### src/rtl/instruction_fetch_pkg.sv
// Shared fetch-stage constants: FSM state encodings, reset PC default and PC step.
package instruction_fetch_pkg;

    typedef enum logic [2:0] {
        S_REQ  = 3'd0,
        S_WAIT = 3'd1,
        S_HOLD = 3'd2,
        S_DROP = 3'd3,
        S_HALT = 3'd4
    } fetch_state_t;

    localparam logic [31:0] RESET_PC_DEFAULT = 32'h0000_0000;
    localparam logic [31:0] PC_INC           = 32'd4;

    function automatic logic is_misaligned(input logic [1:0] low_bits);
        return low_bits != 2'b00;
    endfunction

endpackage

### src/rtl/fetch_next_pc.sv
// Next-PC selection for the fetch FSM, plus detection of misaligned redirect targets.
module fetch_next_pc
    import instruction_fetch_pkg::*;
#(
    parameter int unsigned XLEN = 32
) (
    input  logic [2:0]      state,
    input  logic [XLEN-1:0] pc,
    input  logic            redirect_valid,
    input  logic [XLEN-1:0] redirect_pc,
    input  logic            halt_req,
    input  logic            inst_ready,
    output logic [XLEN-1:0] next_pc,
    output logic            misaligned
);

    always_comb begin
        misaligned = redirect_valid && is_misaligned(redirect_pc[1:0]) && (state != S_HALT);
        next_pc    = pc;
        if (!misaligned) begin
            case (state)
                // A halt seen while requesting outranks a simultaneous redirect.
                S_REQ: begin
                    if (redirect_valid && !halt_req) next_pc = redirect_pc;
                end
                S_WAIT, S_DROP: begin
                    if (redirect_valid) next_pc = redirect_pc;
                end
                S_HOLD: begin
                    if (redirect_valid) next_pc = redirect_pc;
                    else if (inst_ready) next_pc = pc + XLEN'(PC_INC);
                end
                default: next_pc = pc;
            endcase
        end
    end

endmodule

### src/rtl/instruction_fetch.sv
// Fetch stage: one outstanding imem request, holds the returned word for decode,
// and handles redirects, halt and misaligned-target faults.
module instruction_fetch
    import instruction_fetch_pkg::*;
#(
    parameter int unsigned     XLEN     = 32,
    parameter logic [XLEN-1:0] RESET_PC = RESET_PC_DEFAULT
) (
    input  logic            clk,
    input  logic            reset_n,
    output logic            imem_req_valid,
    input  logic            imem_req_ready,
    output logic [XLEN-1:0] imem_req_addr,
    input  logic            imem_resp_valid,
    input  logic [XLEN-1:0] imem_resp_data,
    output logic            inst_valid,
    input  logic            inst_ready,
    output logic [XLEN-1:0] inst_out,
    output logic [XLEN-1:0] inst_pc,
    input  logic            redirect_valid,
    input  logic [XLEN-1:0] redirect_pc,
    input  logic            halt,
    output logic            halted,
    output logic            misaligned_fault
);

    fetch_state_t    state;
    fetch_state_t    reenter;
    logic [XLEN-1:0] pc;
    logic [XLEN-1:0] next_pc;
    logic            misaligned;
    logic            halt_pend;
    logic            halt_eff;
    logic            fault;

    assign halt_eff = halt | halt_pend;
    // Every return to S_REQ diverts to S_HALT once a halt has been seen.
    assign reenter  = halt_eff ? S_HALT : S_REQ;

    fetch_next_pc #(
        .XLEN(XLEN)
    ) u_next_pc (
        .state         (state),
        .pc            (pc),
        .redirect_valid(redirect_valid),
        .redirect_pc   (redirect_pc),
        .halt_req      (halt_eff),
        .inst_ready    (inst_ready),
        .next_pc       (next_pc),
        .misaligned    (misaligned)
    );

    always_ff @(posedge clk) begin
        if (!reset_n) begin
            state     <= S_REQ;
            pc        <= RESET_PC;
            inst_out  <= '0;
            inst_pc   <= '0;
            fault     <= 1'b0;
            halt_pend <= 1'b0;
        end else begin
            pc <= next_pc;
            if (misaligned) fault <= 1'b1;
            if (halt && state != S_HALT) halt_pend <= 1'b1;
            if (misaligned) begin
                state <= S_HALT;
            end else begin
                case (state)
                    S_REQ: begin
                        if (halt_eff) state <= imem_req_ready ? S_DROP : S_HALT;
                        else if (imem_req_ready) state <= redirect_valid ? S_DROP : S_WAIT;
                    end
                    S_WAIT: begin
                        if (imem_resp_valid) begin
                            if (redirect_valid) begin
                                state <= reenter;
                            end else begin
                                inst_out <= imem_resp_data;
                                inst_pc  <= pc;
                                state    <= S_HOLD;
                            end
                        end else if (redirect_valid) begin
                            state <= S_DROP;
                        end
                    end
                    S_HOLD: begin
                        if (redirect_valid || inst_ready) state <= reenter;
                    end
                    S_DROP: begin
                        if (imem_resp_valid) state <= reenter;
                    end
                    S_HALT: state <= S_HALT;
                    default: state <= S_REQ;
                endcase
            end
        end
    end

    assign imem_req_valid   = reset_n && (state == S_REQ);
    assign imem_req_addr    = pc;
    assign inst_valid       = reset_n && (state == S_HOLD);
    assign halted           = reset_n && (state == S_HALT);
    assign misaligned_fault = fault;

endmodule

### config.mk
export PLATFORM = sky130hd
export DESIGN_NAME = instruction_fetch
export DESIGN_NICKNAME = d
export VERILOG_FILES = /design/src/rtl/instruction_fetch_pkg.sv /design/src/rtl/fetch_next_pc.sv /design/src/rtl/instruction_fetch.sv
export SDC_FILE = /design/constraint.sdc
export NUM_CORES = 1
export LEC_CHECK = 0
export ABC_AREA = 0
export ABC_CLOCK_PERIOD_IN_PS = 3400
export CELL_PAD_IN_SITES_DETAIL_PLACEMENT = 1
export CELL_PAD_IN_SITES_GLOBAL_PLACEMENT = 1
export CORE_MARGIN = 1.5
export CORE_UTILIZATION = 33
export DETAILED_ROUTE_END_ITERATION = 10
export PLACE_DENSITY_LB_ADDON = 0.1
export SYNTH_ARGS = -nofsm -noshare
export SYNTH_HDL_FRONTEND = slang
export SYNTH_SLANG_ARGS = --single-unit
### constraint.sdc
create_clock -name clk -period 3.4 [get_ports clk]
set_input_delay 0.68 -clock clk [delete_from_list [all_inputs] [get_ports clk]]
set_output_delay 0.68 -clock clk [all_outputs]
set_load 0.05 [all_outputs]
; ---- Yosys cells after proc, flatten, opt, wreduce, memory -nomap -nowiden
; Cells that the tools add are included.
[word_totals]
ff_bits = 101
inputBits = 71
[op_classes]
n_eq_ne = 16
bitwise = 4
n_addsub = 1
mux = 17
reduce_logical = 18
[op_table]
columns = cell, count
row1 = 32-bit 2-to-1 mux, 4
row2 = 32-bit one-hot mux with 3 select lines, 1
row3 = 32-bit by 3-bit adder with 32-bit output (second input constant), 1
row4 = 3-bit 2-to-1 mux, 10
row5 = 3-bit != test (second input constant), 6
row6 = 3-bit one-hot mux with 5 select lines, 1
row7 = 4-bit AND reduction, 3
row8 = 4-bit != test (second input constant), 2
row9 = 1-bit logical AND, 7
row10 = 3-bit by 2-bit == test with 1-bit output (second input constant), 2
row11 = 2-bit != test (second input constant), 3
row12 = 5-bit AND reduction, 1
row13 = 2-bit OR reduction, 2
row14 = 3-bit by 1-bit == test with 1-bit output (second input constant), 1
row15 = 3-bit == test (second input constant), 1
row16 = 3-bit logical NOT, 1
row17 = 1-bit NOT, 3
row18 = 3-bit nonzero test, 1
row19 = 2-bit 2-to-1 mux, 1
row20 = 2-bit by 1-bit != test with 1-bit output (second input constant), 1
row21 = 2-bit nonzero test, 1
row22 = 1-bit logical NOT, 1
row23 = 1-bit logical OR, 1
row24 = 1-bit bitwise OR, 1

; ---- Logic depth before layout (Yosys ltp)
[depth]
ltp_word = 6
ltp_mapped = 8

; ---- By module
; From an unflattened synthesis, not the netlist that was laid out.
[unflattened]
hier_cells = 679
hier_area_um2 = 5171.2
[by_module_without_submodules]
columns = mod, cells_per_inst, instances, seq_area_each_um2, area_each_um2
row1 = instruction_fetch, 395, 1, 2021.9, 3490.8
row2 = fetch_next_pc, 284, 1, 0.0, 1680.4

; ---- Worst setup path before layout
; Ideal clock, no wire load.
[synth_path]
path_type = register to register
startpoint = register pc[2], in the netlist imem_req_addr[2]
endpoint = register pc[28], in the netlist imem_req_addr[28]
path_stages_with_launch = 7
arrival_time_ps = 2412
setup_time_ps = 74
path_slack_ps = 913
cell_sequence = dfxtp_1 > ha_1 > and4_4 > nand3_4 > or4_4 > or4_1 > a31oi_1
[synth_via]
elab_chain_cells = 4
[synth_rtl]
columns = item, line
row1 = "start, declared", instruction_fetch.sv:29  ; logic [XLEN-1:0] pc;
row2 = "start signal, assigned", instruction_fetch.sv:62  ; pc <= next_pc;
row3 = 32-bit by 3-bit adder with 32-bit output, fetch_next_pc.sv:31  ; else if (inst_ready) next_pc = pc + XLEN'(PC_INC);
row4 = 32-bit 2-to-1 mux, fetch_next_pc.sv:31
row5 = 32-bit 2-to-1 mux, fetch_next_pc.sv:30  ; if (redirect_valid) next_pc = redirect_pc;
row6 = 32-bit one-hot mux with 3 select lines, fetch_next_pc.sv:21  ; case (state)
; No other way between the ends. The select of a mux whose other input is x is not followed.
; A chain may end at the register's enable or synchronous reset.

; ---- Worst setup path in the final report
[layout_path]
startpoint = input halt
endpoint = register pc[20], in the netlist imem_req_addr[20]
[layout_via]
elab_chain_cells = 5
[layout_rtl]
columns = item, line
row1 = "start, declared", instruction_fetch.sv:22  ; input logic halt,
row2 = 1-bit bitwise OR, instruction_fetch.sv:36  ; assign halt_eff = halt | halt_pend;
row3 = 1-bit logical NOT, fetch_next_pc.sv:24  ; if (redirect_valid && !halt_req) next_pc = redirect_pc;
row4 = 1-bit logical AND, fetch_next_pc.sv:24
row5 = 2-bit by 1-bit != test with 1-bit output (no line), n/a
row6 = 5-bit AND reduction (no line), n/a
; No other way between the ends.

==> impl_metrics.toml <==
[status]
outcome = "finished clean"

[floorplanning]
coreArea_um2 = 13300
die_w_um = 120
io_pins = 171
rows = 42
die_h_um = 120
initial_core_util = 0.340
dieArea_um2 = 14500

[timing]
hold_viol = 0
finClkSkew_ns = 0.00929
slew_headroom = 0.417
drv_slew = 0
fin_crit_sh = 0.791
fmax_mhz = 372
tightest_slew_ns = 0.874
tns_ns = 0
setup-violations-final = 0
rsz0062_at_grt = "no"
fin_crit_ns = 2.69

[synth]
netlist_area_um2 = 4540
syn-num-nets = 662
syn_avg_cell_area_um2 = 7.69
synthArstFlopShare = 0
synth_seq_cells = 101
synth_cells = 590
synth_top_area_frac = 0.445
ys_warn_count = 0
ys.flop_type = "dfxtp_1"
seq_area_frac_synth = 0.445
synth_edf_count = 0
yosysTopAreaCell = "dfxtp_1"
yosysMostFrequentCell = "nand2_1"
yosysUniqueCellTypes = 55
synth_area_leaders = "dfxtp_1 45%, nand2_1 13%, a21oi_1 10%"
synth_commonest_cells = "155 x nand2_1, 101 x dfxtp_1, 93 x a21oi_1"

[pwr]
p_comb_frac = 0.160
sw_frac_of_total = 0.285
power_density_nw_per_um2 = 396
seqPwrFrac = 0.479
power.switching_uw = 756
p_clk_frac = 0.361
p_leak_uw = 0.00221
peakVddDrop_uv = 270
intPower_uw = 1900
p_total_uw = 2660

[critical_path]
worst_setup_path_end_kind = "register"
crit_arrival_ns = 2.96
cp.buffers_inverters = 1
max_stage_delay_ns = 0.87
crit_type = "input port to register"
path_delay_family = "compound AO/OA/AOI/OAI gates"
path_cells = "clkdlybuf4s50_1 -> nor2_1 -> o21ai_1 -> a2111oi_4 -> nand2_1 -> o211ai_1"
crit_fanout = 13
cp-start-kind = "input port"
rr_startpoint = "state[2]"
cp-startpoint = "halt"
r2r_slack_ns = 0.94
cp_slowest_cell = "a2111oi_4"
worstPathRequired_ns = 3.67

[clock_tree]
cts_resized = 0
numCtsBuffers = 9
clk_pin_slew_ns = 0.07
clk-insertion-delay-late_ns = 0.35
cts.sinks = 101
post_cts.repair.setup_buffers = 0
htree_levels = 3
postCtsHoldBufs = 0
max-clock-path-buffers = 2
cts_tree = "yes"
root_buffer = "clkbuf_16"

[route]
wire_per_inst_um = 17.1
via_per_inst = 5.30
drt_first_pass_iters = 4
drt-total-wl_um = 15700
detail-route-antenna-nets = 0
drcViolationCount = 0
vias = 4864
first_iter_violations = 207

[min_path]
holdCritStartpoint = "inst_out[3]"
min_path_type = "register to register"

[global_route]
grt_pass1_wl_um = 25100
grtUsageTotal = 0.217
grt_pass1_vias = 4966
grt_max_degree = 59
grt-ovfl-total = 0
antenna_found_initial = 0

[layout]
drive_above_1_share = 0.0633
fin_cells = 918
diodes = 0
nNetsFinal = 809
areaGrowthSynthToFinish_pct = 47.8
final_util = 0.503

[flow_run]
maxCapViolations = 0

[place]
place_inst = 902
hpwl_um = 11100
gp_congestion = 0.843
portBuffers = 170
[metrics by stage]
stage	instance area (µm²)	worst slack [ns]	hold slack, ns
finish	6710	0.711	0.453
global route	6710	0.540	0.474
CTS	6710	0.734	0.456
detailed placement	6440	0.340	0.446
global placement	6440	0.376	0.440
floorplan	4540	0.913	0.481
[cell type report]
| cell class | count | area (µm²) |
|---|---|---|
| Clock inverter | 5 | 36.3 |
| Clock buffer | 11 | 233 |
| Fill cell | 1620 | 6640 |
| Tap cell | 176 | 220 |
| Sequential cell | 101 | 2020 |
| Timing Repair Buffer | 183 | 1850 |
| Inverter | 2 | 7.51 |
| Multi-Input combinational cell | 440 | 2330 |
[tightest hold or removal path, stage by stage (launching register included)]
cell and delay [ns]:
dfxtp_1 0.31, nand2_1 0.05, a21oi_1 0.05
[flip-flops by register name (all words and copies together), names as in the netlist]
name / flops
misaligned_fault: 1
inst_pc: 32
halt_pend: 1
imem_req_addr: 32
inst_out: 32
state: 3
[power groups by stage]
stage,combinational [µW],clock (µW),sequential (µW)
5_1_grt,452,1040,1280
3_5_place_dp,427,0,1300
4_1_cts,428,991,1270
3_3_place_gp,419,0,1300
6_report,425,959,1270
2_1_floorplan,146,0,1370
[worst paths after layout]
check / end / cells after the start
worst max-delay path: imem_req_addr[20] / 6
worst min-delay path: inst_out[3] / 2
worst max register to register: imem_req_addr[20] / 5
worst min register to register: inst_out[3] / 2
[logic make-up (layout without fill, tap and decap cells)]
kind of cell	after synthesis	after routing	synth area share
flops	101	101	0.445
compound gates	165	165	0.224
fa+ha+maj	1	1	0.00276
buf+inv	49	201	0.0436
simple gates	270	270	0.276
mux	4	4	0.00882
[cell usage in the layout (no fill, tap or decap), types with 6 or more instances in the layout]
master	netlist	layout
clkdlybuf4s50_1	0	167
nand3_1	15	15
nor3_1	9	8
buf_4	1	11
clkbuf_16	0	9
o21ai_0	13	13
nand2_1	155	155
dfxtp_1	101	101
a31oi_1	10	10
nor2_1	33	33
nand2b_1	6	6
nor4_1	7	7
o22ai_1	6	6
and3_1	7	7
a21oi_1	93	93
nand4_1	10	10
[metal layers]
metal	global-route usage	vias to the layer above	routed length (µm)
li1	-	2377	-
met1	0.269	2361	7000
met2	0.387	114	7860
met3	0.0316	12	653
met4	0.0662	0	192
met5	0	-	0
Power figures use the tool's default switching activity.
